$ cat config.mk
export PLATFORM = sky130hd
export DESIGN_NAME = d_mem_write_buffer
export DESIGN_NICKNAME = d
export VERILOG_FILES = /design/src/rtl/d_mem_write_buffer.sv
export SDC_FILE = /design/constraint.sdc
export NUM_CORES = 2
export LEC_CHECK = 0
export BUFFER_PORTS_ARGS = -buffer_cell sky130_fd_sc_hd__buf_2
export CAP_MARGIN = 20
export CELL_PAD_IN_SITES_DETAIL_PLACEMENT = 1
export CELL_PAD_IN_SITES_GLOBAL_PLACEMENT = 1
export CORE_MARGIN = 4
export CORE_UTILIZATION = 48
export CTS_CLUSTER_DIAMETER = 80
export DETAILED_ROUTE_END_ITERATION = 10
export PLACE_DENSITY_LB_ADDON = 0.05
export RECOVER_POWER = 25
export SYNTH_ARGS = -nofsm -noshare
export SYNTH_HDL_FRONTEND = slang
export SYNTH_SLANG_ARGS = --single-unit
$ cat constraint.sdc
create_clock -name clk -period 4.84 [get_ports clk]
set_clock_uncertainty 0.2 [all_clocks]
set_input_delay 0.484 -clock clk [delete_from_list [all_inputs] [get_ports clk]]
set_output_delay 0.484 -clock clk [all_outputs]
set_load 0.05 [all_outputs]
$ cat src/rtl/d_mem_write_buffer.sv
// Posted write-back buffer between D-cache and data memory: evictions are acked at t+1 and drained in the background.
// Buffer hits answer at t+1; misses go to memory ahead of queued writes; a write to a full buffer stalls until a pop.
module d_mem_write_buffer #(
    parameter int DEPTH = 4,
    parameter int AW    = 28,
    parameter int DW    = 128
) (
    input  logic          clk,
    input  logic          proc_reset_n,
    input  logic          cache_read,
    input  logic          cache_write,
    input  logic [AW-1:0] cache_addr,
    input  logic [DW-1:0] cache_wdata,
    output logic [DW-1:0] cache_rdata,
    output logic          cache_ready,
    output logic          mem_read,
    output logic          mem_write,
    output logic [AW-1:0] mem_addr,
    output logic [DW-1:0] mem_wdata,
    input  logic [DW-1:0] mem_rdata,
    input  logic          mem_ready,
    output logic          wbuf_empty
);

    localparam int             PW       = $clog2(DEPTH);
    localparam logic [PW:0]    FULL_CNT = (PW+1)'(DEPTH);

    typedef enum logic [1:0] {
        S_IDLE = 2'd0,
        S_RD   = 2'd1,
        S_WR   = 2'd2,
        S_GAP  = 2'd3
    } state_t;

    state_t        r_state;
    state_t        w_state_nxt;

    logic [AW-1:0] r_addr [DEPTH];
    logic [DW-1:0] r_data [DEPTH];
    logic [PW-1:0] r_head;
    logic [PW-1:0] r_tail;
    logic [PW:0]   r_count;
    logic [PW:0]   w_count_nxt;

    logic          r_read_pend;
    logic [AW-1:0] r_read_addr;

    logic          r_cache_ready;
    logic [DW-1:0] r_cache_rdata;
    logic          r_mem_read;
    logic          r_mem_write;
    logic [AW-1:0] r_mem_addr;
    logic [DW-1:0] r_mem_wdata;
    logic          r_wbuf_empty;

    logic          w_fwd_hit;
    logic [PW-1:0] w_fwd_idx;
    logic          w_merge_hit;
    logic [PW-1:0] w_merge_idx;
    logic [PW-1:0] w_slot;

    logic          w_req_ok;
    logic          w_wr_req;
    logic          w_merge;
    logic          w_push;
    logic          w_rd_req;
    logic          w_rd_hit;
    logic          w_rd_miss;
    logic          w_pop;
    logic          w_rd_done;
    logic          w_launch_rd;
    logic          w_launch_wr;
    logic [DW-1:0] w_launch_wdata;

    // Scan oldest to newest so the last match is the newest copy of the line.
    // The head is excluded from merging only while its write is actually on the bus.
    always_comb begin
        w_fwd_hit   = 1'b0;
        w_fwd_idx   = '0;
        w_merge_hit = 1'b0;
        w_merge_idx = '0;
        w_slot      = '0;
        for (int i = 0; i < DEPTH; i++) begin
            w_slot = r_head + PW'(i);
            if (((PW+1)'(i) < r_count) && (r_addr[w_slot] == cache_addr)) begin
                w_fwd_hit = 1'b1;
                w_fwd_idx = w_slot;
                if ((i != 0) || (r_state != S_WR)) begin
                    w_merge_hit = 1'b1;
                    w_merge_idx = w_slot;
                end
            end
        end
    end

    // A request is still high in its own ack cycle, so that cycle is ignored.
    assign w_req_ok    = !r_cache_ready;
    assign w_wr_req    = w_req_ok && cache_write;
    assign w_merge     = w_wr_req && w_merge_hit;
    assign w_push      = w_wr_req && !w_merge_hit && (r_count != FULL_CNT);
    assign w_rd_req    = w_req_ok && cache_read && !cache_write && !r_read_pend;
    assign w_rd_hit    = w_rd_req && w_fwd_hit;
    assign w_rd_miss   = w_rd_req && !w_fwd_hit;
    assign w_pop       = (r_state == S_WR) && mem_ready;
    assign w_rd_done   = (r_state == S_RD) && mem_ready;
    assign w_launch_rd = (r_state == S_IDLE) && r_read_pend;
    assign w_launch_wr = (r_state == S_IDLE) && !r_read_pend && (r_count != '0);

    // A merge into the head on the launch edge must reach memory, not the stale copy.
    assign w_launch_wdata = (w_merge && (w_merge_idx == r_head)) ? cache_wdata : r_data[r_head];

    always_comb begin
        w_count_nxt = r_count;
        if (w_push && !w_pop) begin
            w_count_nxt = r_count + (PW+1)'(1);
        end else if (!w_push && w_pop) begin
            w_count_nxt = r_count - (PW+1)'(1);
        end
    end

    always_comb begin
        w_state_nxt = r_state;
        case (r_state)
            S_IDLE: begin
                if (w_launch_rd) begin
                    w_state_nxt = S_RD;
                end else if (w_launch_wr) begin
                    w_state_nxt = S_WR;
                end
            end
            S_RD:    if (mem_ready) w_state_nxt = S_GAP;
            S_WR:    if (mem_ready) w_state_nxt = S_GAP;
            S_GAP:   w_state_nxt = S_IDLE;
            default: w_state_nxt = S_IDLE;
        endcase
    end

    always_ff @(posedge clk or negedge proc_reset_n) begin
        if (!proc_reset_n) begin
            for (int i = 0; i < DEPTH; i++) begin
                r_addr[i] <= '0;
                r_data[i] <= '0;
            end
        end else begin
            if (w_push) begin
                r_addr[r_tail] <= cache_addr;
                r_data[r_tail] <= cache_wdata;
            end
            if (w_merge) begin
                r_data[w_merge_idx] <= cache_wdata;
            end
        end
    end

    always_ff @(posedge clk or negedge proc_reset_n) begin
        if (!proc_reset_n) begin
            r_state     <= S_IDLE;
            r_head      <= '0;
            r_tail      <= '0;
            r_count     <= '0;
            r_read_pend <= 1'b0;
            r_read_addr <= '0;
        end else begin
            r_state <= w_state_nxt;
            r_count <= w_count_nxt;
            if (w_push) begin
                r_tail <= r_tail + PW'(1);
            end
            if (w_pop) begin
                r_head <= r_head + PW'(1);
            end
            if (w_rd_miss) begin
                r_read_pend <= 1'b1;
                r_read_addr <= cache_addr;
            end else if (w_rd_done) begin
                r_read_pend <= 1'b0;
            end
        end
    end

    always_ff @(posedge clk or negedge proc_reset_n) begin
        if (!proc_reset_n) begin
            r_mem_read   <= 1'b0;
            r_mem_write  <= 1'b0;
            r_mem_addr   <= '0;
            r_mem_wdata  <= '0;
            r_wbuf_empty <= 1'b1;
        end else begin
            if (w_launch_rd) begin
                r_mem_read <= 1'b1;
                r_mem_addr <= r_read_addr;
            end else if (w_launch_wr) begin
                r_mem_write <= 1'b1;
                r_mem_addr  <= r_addr[r_head];
                r_mem_wdata <= w_launch_wdata;
            end
            if (w_rd_done) begin
                r_mem_read <= 1'b0;
            end
            if (w_pop) begin
                r_mem_write <= 1'b0;
            end
            r_wbuf_empty <= (w_count_nxt == '0) && (w_state_nxt != S_WR);
        end
    end

    always_ff @(posedge clk or negedge proc_reset_n) begin
        if (!proc_reset_n) begin
            r_cache_ready <= 1'b0;
            r_cache_rdata <= '0;
        end else begin
            r_cache_ready <= w_merge || w_push || w_rd_hit || w_rd_done;
            if (w_rd_hit) begin
                r_cache_rdata <= r_data[w_fwd_idx];
            end else if (w_rd_done) begin
                r_cache_rdata <= mem_rdata;
            end
        end
    end

    assign cache_ready = r_cache_ready;
    assign cache_rdata = r_cache_rdata;
    assign mem_read    = r_mem_read;
    assign mem_write   = r_mem_write;
    assign mem_addr    = r_mem_addr;
    assign mem_wdata   = r_mem_wdata;
    assign wbuf_empty  = r_wbuf_empty;

endmodule

==> metrics.txt <==
vias 57220; gp weighted congestion slightly above 0.9; RR Startpoint r_head[0]; failing checks capacitance limit, slew limit; dominant synthesized flop cell dfrtp_1; Worst setup SP type register; Slew HR -57.94%; CTS H-tree lvls 3; EDFF count, synth 0; fin util 58.78%; area share of fa/ha/maj cells after synthesis less than 1%; synthesis-to-layout area growth 21.61%; Slowest Stage Delay on Critical Path 540 ps; Switching Share 47.39%; path depth of the worst reg2reg path 19; DP Wirelength 156.5 mm; ANT nets after route 0; post-synthesis cell type count 76; overall routing resource usage a little over a third; Async SR Flop Fraction 100.0%; non-filler instance count after layout 8350; mux share of post-synthesis cell area a little over a fifth; slowest CP cell dfrtp_4; core area 0.1238 mm^2; P_sw 27280 uW; full die area 0.1304 mm^2; Max Slew Vio Count 377; worst endpoint required time 5250 ps; initial core utilization 48.34%; clock network fraction of total power between 10% and 20%; Reg-to-Reg End r_data[302]; reg2reg setup slack ~43 ps; CP Class reg2reg; Die Y about 360 um; Netlist Area Pre-Place 0.05984 mm^2; Syn Inst Count 6024; post-route clock period utilization 99.11%; most used cell, CP buf_12; # IOs 577; Clock Pin Slew Worst Setup and Hold Paths 70 ps; Clock Sinks 950; critical path arrival about 5200 ps; final-report hold violation count 0; DRT Pass-1 Iters 6; Yosys reg bits 950; area post-placement between 0.06 and 0.07 mm^2; Setup-failing EPs final 0; vias in the first global route 58350; delay-heaviest family, CP buffers and inverters; critical-path maximum fanout 14; vias per cell 6.853; sequential power share between 20% and 30%; number of synthesis warnings 0; Logic pwr share 55.5%; Worst-Skew Late Latency 750 ps; cell depth of the worst setup path 19; grt ovf 0; Peak VDD IR 0.0006331 V; leakage power total 0.03037 uW; worst setup path endpoint r_data[302]; Worst-Margin Slew 2369 ps; Critical path origin r_head[0]; Design Area, Final 0.07277 mm^2; CTS tree yes; area share of and/or/nand/nor cells after synthesis 8.594%; Mapped Avg Cell Area 9.934 um^2; cell-by-cell trace of the critical path buf_4 > buf_12 > buf_12 > mux4_2 > xnor2_2 > nand2_1 > or4_1 > nor4_4 > buf_12 > nand2_8 > buf_4 > o31ai_4 > a311oi_4 > buf_12 > a21boi_4 > buf_4 > buf_12 > buf_12 > mux2_1; chip width 361.1 um; Compound-Gate Fraction of Synth Area 22.16%; Std-Cell Rows 129; status finished with violations; Setup crit end kind register; drt drc 0; largest net degree at the start of global routing roughly 190; Tot Pwr 57570 uW; post-synth net total 6325; first-iteration detailed-routing DRC count 6225; fillers 13350; WL final 247.0 mm; CTS max path bufs 3; commonest non-fill, non-tap cell in the layout dfrtp_1; CTS Buf Count 109; setup tns final 0 ps; layout cells sized above 1 27.49%; DR WL/cell 29.58 um; most frequent cells in the layout dfrtp_1 (947), buf_2 (576), nand2_1 (566); Final #Nets a little under 7000; largest family of logic cells by synthesized area compound AO/OA/AOI/OAI gates; initial antenna violation count 12; first-pass GRT wire length 370.8 mm; Power Density 791.1 mW/mm^2; register area share after synthesis 39.73%; Port Buffer Count roughly 580; Synth Area in XOR/XNOR 1.376%; Period minus WS final roughly 4800 ps; P_int approximately 30000 uW; # Max-Cap Violations 5; f_max 0.2085 GHz; type of the worst min-delay path in2reg; dpl cells about 7900; CTS Root Cell clkbuf_16; Bufs and invs on worst path 9
==> power by group through the flow <==
stage	clock network (uW)	logic (uW)	registers (uW)
CTS	9080	30700	16400
detailed placement	0	30300	16500
global placement	0	29300	16200
global route	9430	34000	17100
floorplan	0	18000	18900
finish	8970	31900	16700
==> what timing repair did <==
action / in CTS / in global routing
endpoints found under the hold margin: 801 / 0
hold buffers: 215 / 0
endpoints found under the setup margin: 425 / 641
pin swaps: 1 / 10
gates cloned: 0 / 12
gates resized for setup: 6 / 54
buffers inserted: 3 / 28
==> registers in the layout, indices dropped and copies added, names as in the netlist, 2 cells and up <==
name         flops
r_data         512
cache_rdata    128
mem_wdata      128
r_addr         112
mem_addr        28
r_read_addr     28
r_count          3
r_head           2
r_state          2
r_tail           2
==> cell usage after synthesis (5+ instances only) <==
| master | number | area [um^2] |
|---|---|---|
| clkbuf_1 | 521 | 1956 |
| nand2b_1 | 7 | 43.79 |
| a311oi_1 | 256 | 2242 |
| mux4_2 | 183 | 4121 |
| nor2_1 | 399 | 1498 |
| a22oi_1 | 6 | 45.04 |
| xor2_1 | 17 | 148.9 |
| mux2i_1 | 112 | 1121 |
| and3_1 | 130 | 813.3 |
| mux2_2 | 470 | 5293 |
| nand2_1 | 567 | 2128 |
| nor2b_1 | 30 | 187.7 |
| a21oi_1 | 60 | 300.3 |
| a31oi_1 | 257 | 1608 |
| o22ai_1 | 265 | 1658 |
| dfrtp_1 | 949 | 23750 |
| buf_6 | 57 | 641.9 |
| nor4_1 | 5 | 31.28 |
| buf_2 | 30 | 150.1 |
| o2111ai_1 | 8 | 70.07 |
| inv_1 | 275 | 1032 |
| nand4_1 | 17 | 106.4 |
| a211oi_1 | 393 | 2950 |
| and2_1 | 7 | 43.79 |
| buf_4 | 27 | 202.7 |
| nand3_1 | 12 | 60.06 |
| a2111oi_0 | 5 | 43.79 |
| buf_1 | 35 | 131.4 |
| o21ai_0 | 316 | 1582 |
| ha_1 | 12 | 150.1 |
| xnor2_1 | 77 | 674.4 |
| a2bb2oi_1 | 8 | 70.07 |
| nor3_1 | 6 | 30.03 |
| mux2_4 | 13 | 195.2 |
| o221ai_1 | 257 | 2251 |
| mux2_1 | 158 | 1779 |
==> worst register-to-register path: cells and delay by family, from the launching register on <==
| family | cells | cell delay (ps) |
|---|---|---|
| XOR/XNOR | 1 | 170 |
| multiplexers | 2 | 800 |
| flip-flops | 1 | 540 |
| AO/OA/AOI/OAI | 3 | 520 |
| AND/OR/NAND/NOR | 4 | 940 |
| buffers and inverters | 9 | 1510 |
==> logic make-up (layout without fill, tap and decap cells) <==
logic type,count (synthesis),count (layout)
other,0,6
AOI/OAI and AO/OA,1877,1877
muxes,937,937
and+or+nand+nor,1202,1202
xor gates and xnor gates,94,94
DFF,950,950
buffers and inverters,951,1634
adders and majority gates,13,13
==> per-stage QoR <==
stage | worst slack [ps] | hold slack [ps]
2_1_floorplan | 602.6 | -11.59
3_3_place_gp | 8.429 | 267.6
3_5_place_dp | -48.26 | 277.0
4_1_cts | 6.203 | 0.2361
5_1_grt | -65.37 | 21.87
6_report | 43.11 | 34.01
==> layout make-up <==
class	count	area, um^2	share of cell area [%]
sequential	950	23780	32.68
clock inverter	46	658.1	0.9044
timing repair buffer	1152	9749	13.40
multi-input combinational	4123	32300	44.39
tap	1637	2048	2.815
inverter	279	1056	1.451
clock buffer	157	3159	4.341
antenna	6	15.01	0.02063
==> worst min path at each step <==
stage	from	to	slack (ps)	depth (start not counted)
CTS	mem_rdata[47]	cache_rdata[47]	0.2	4
detailed placement	mem_read	mem_read	280	1
global placement	r_read_addr[10]	mem_addr[10]	270	2
global route	mem_rdata[102]	cache_rdata[102]	20	4
floorplan	proc_reset_n	cache_rdata[0]	-10	0
finish	mem_rdata[2]	cache_rdata[2]	30	4
==> metal layers <==
| layer | track usage [%] | part of all wire [%] |
|---|---|---|
| met4 | 15.26 | 4.4 |
| met1 | 49.55 | 41 |
| met5 | 0 | 0.015 |
| met3 | 6.344 | 7.6 |
| met2 | 57.02 | 47 |
Note: power is estimated with default switching activity, not from simulation.
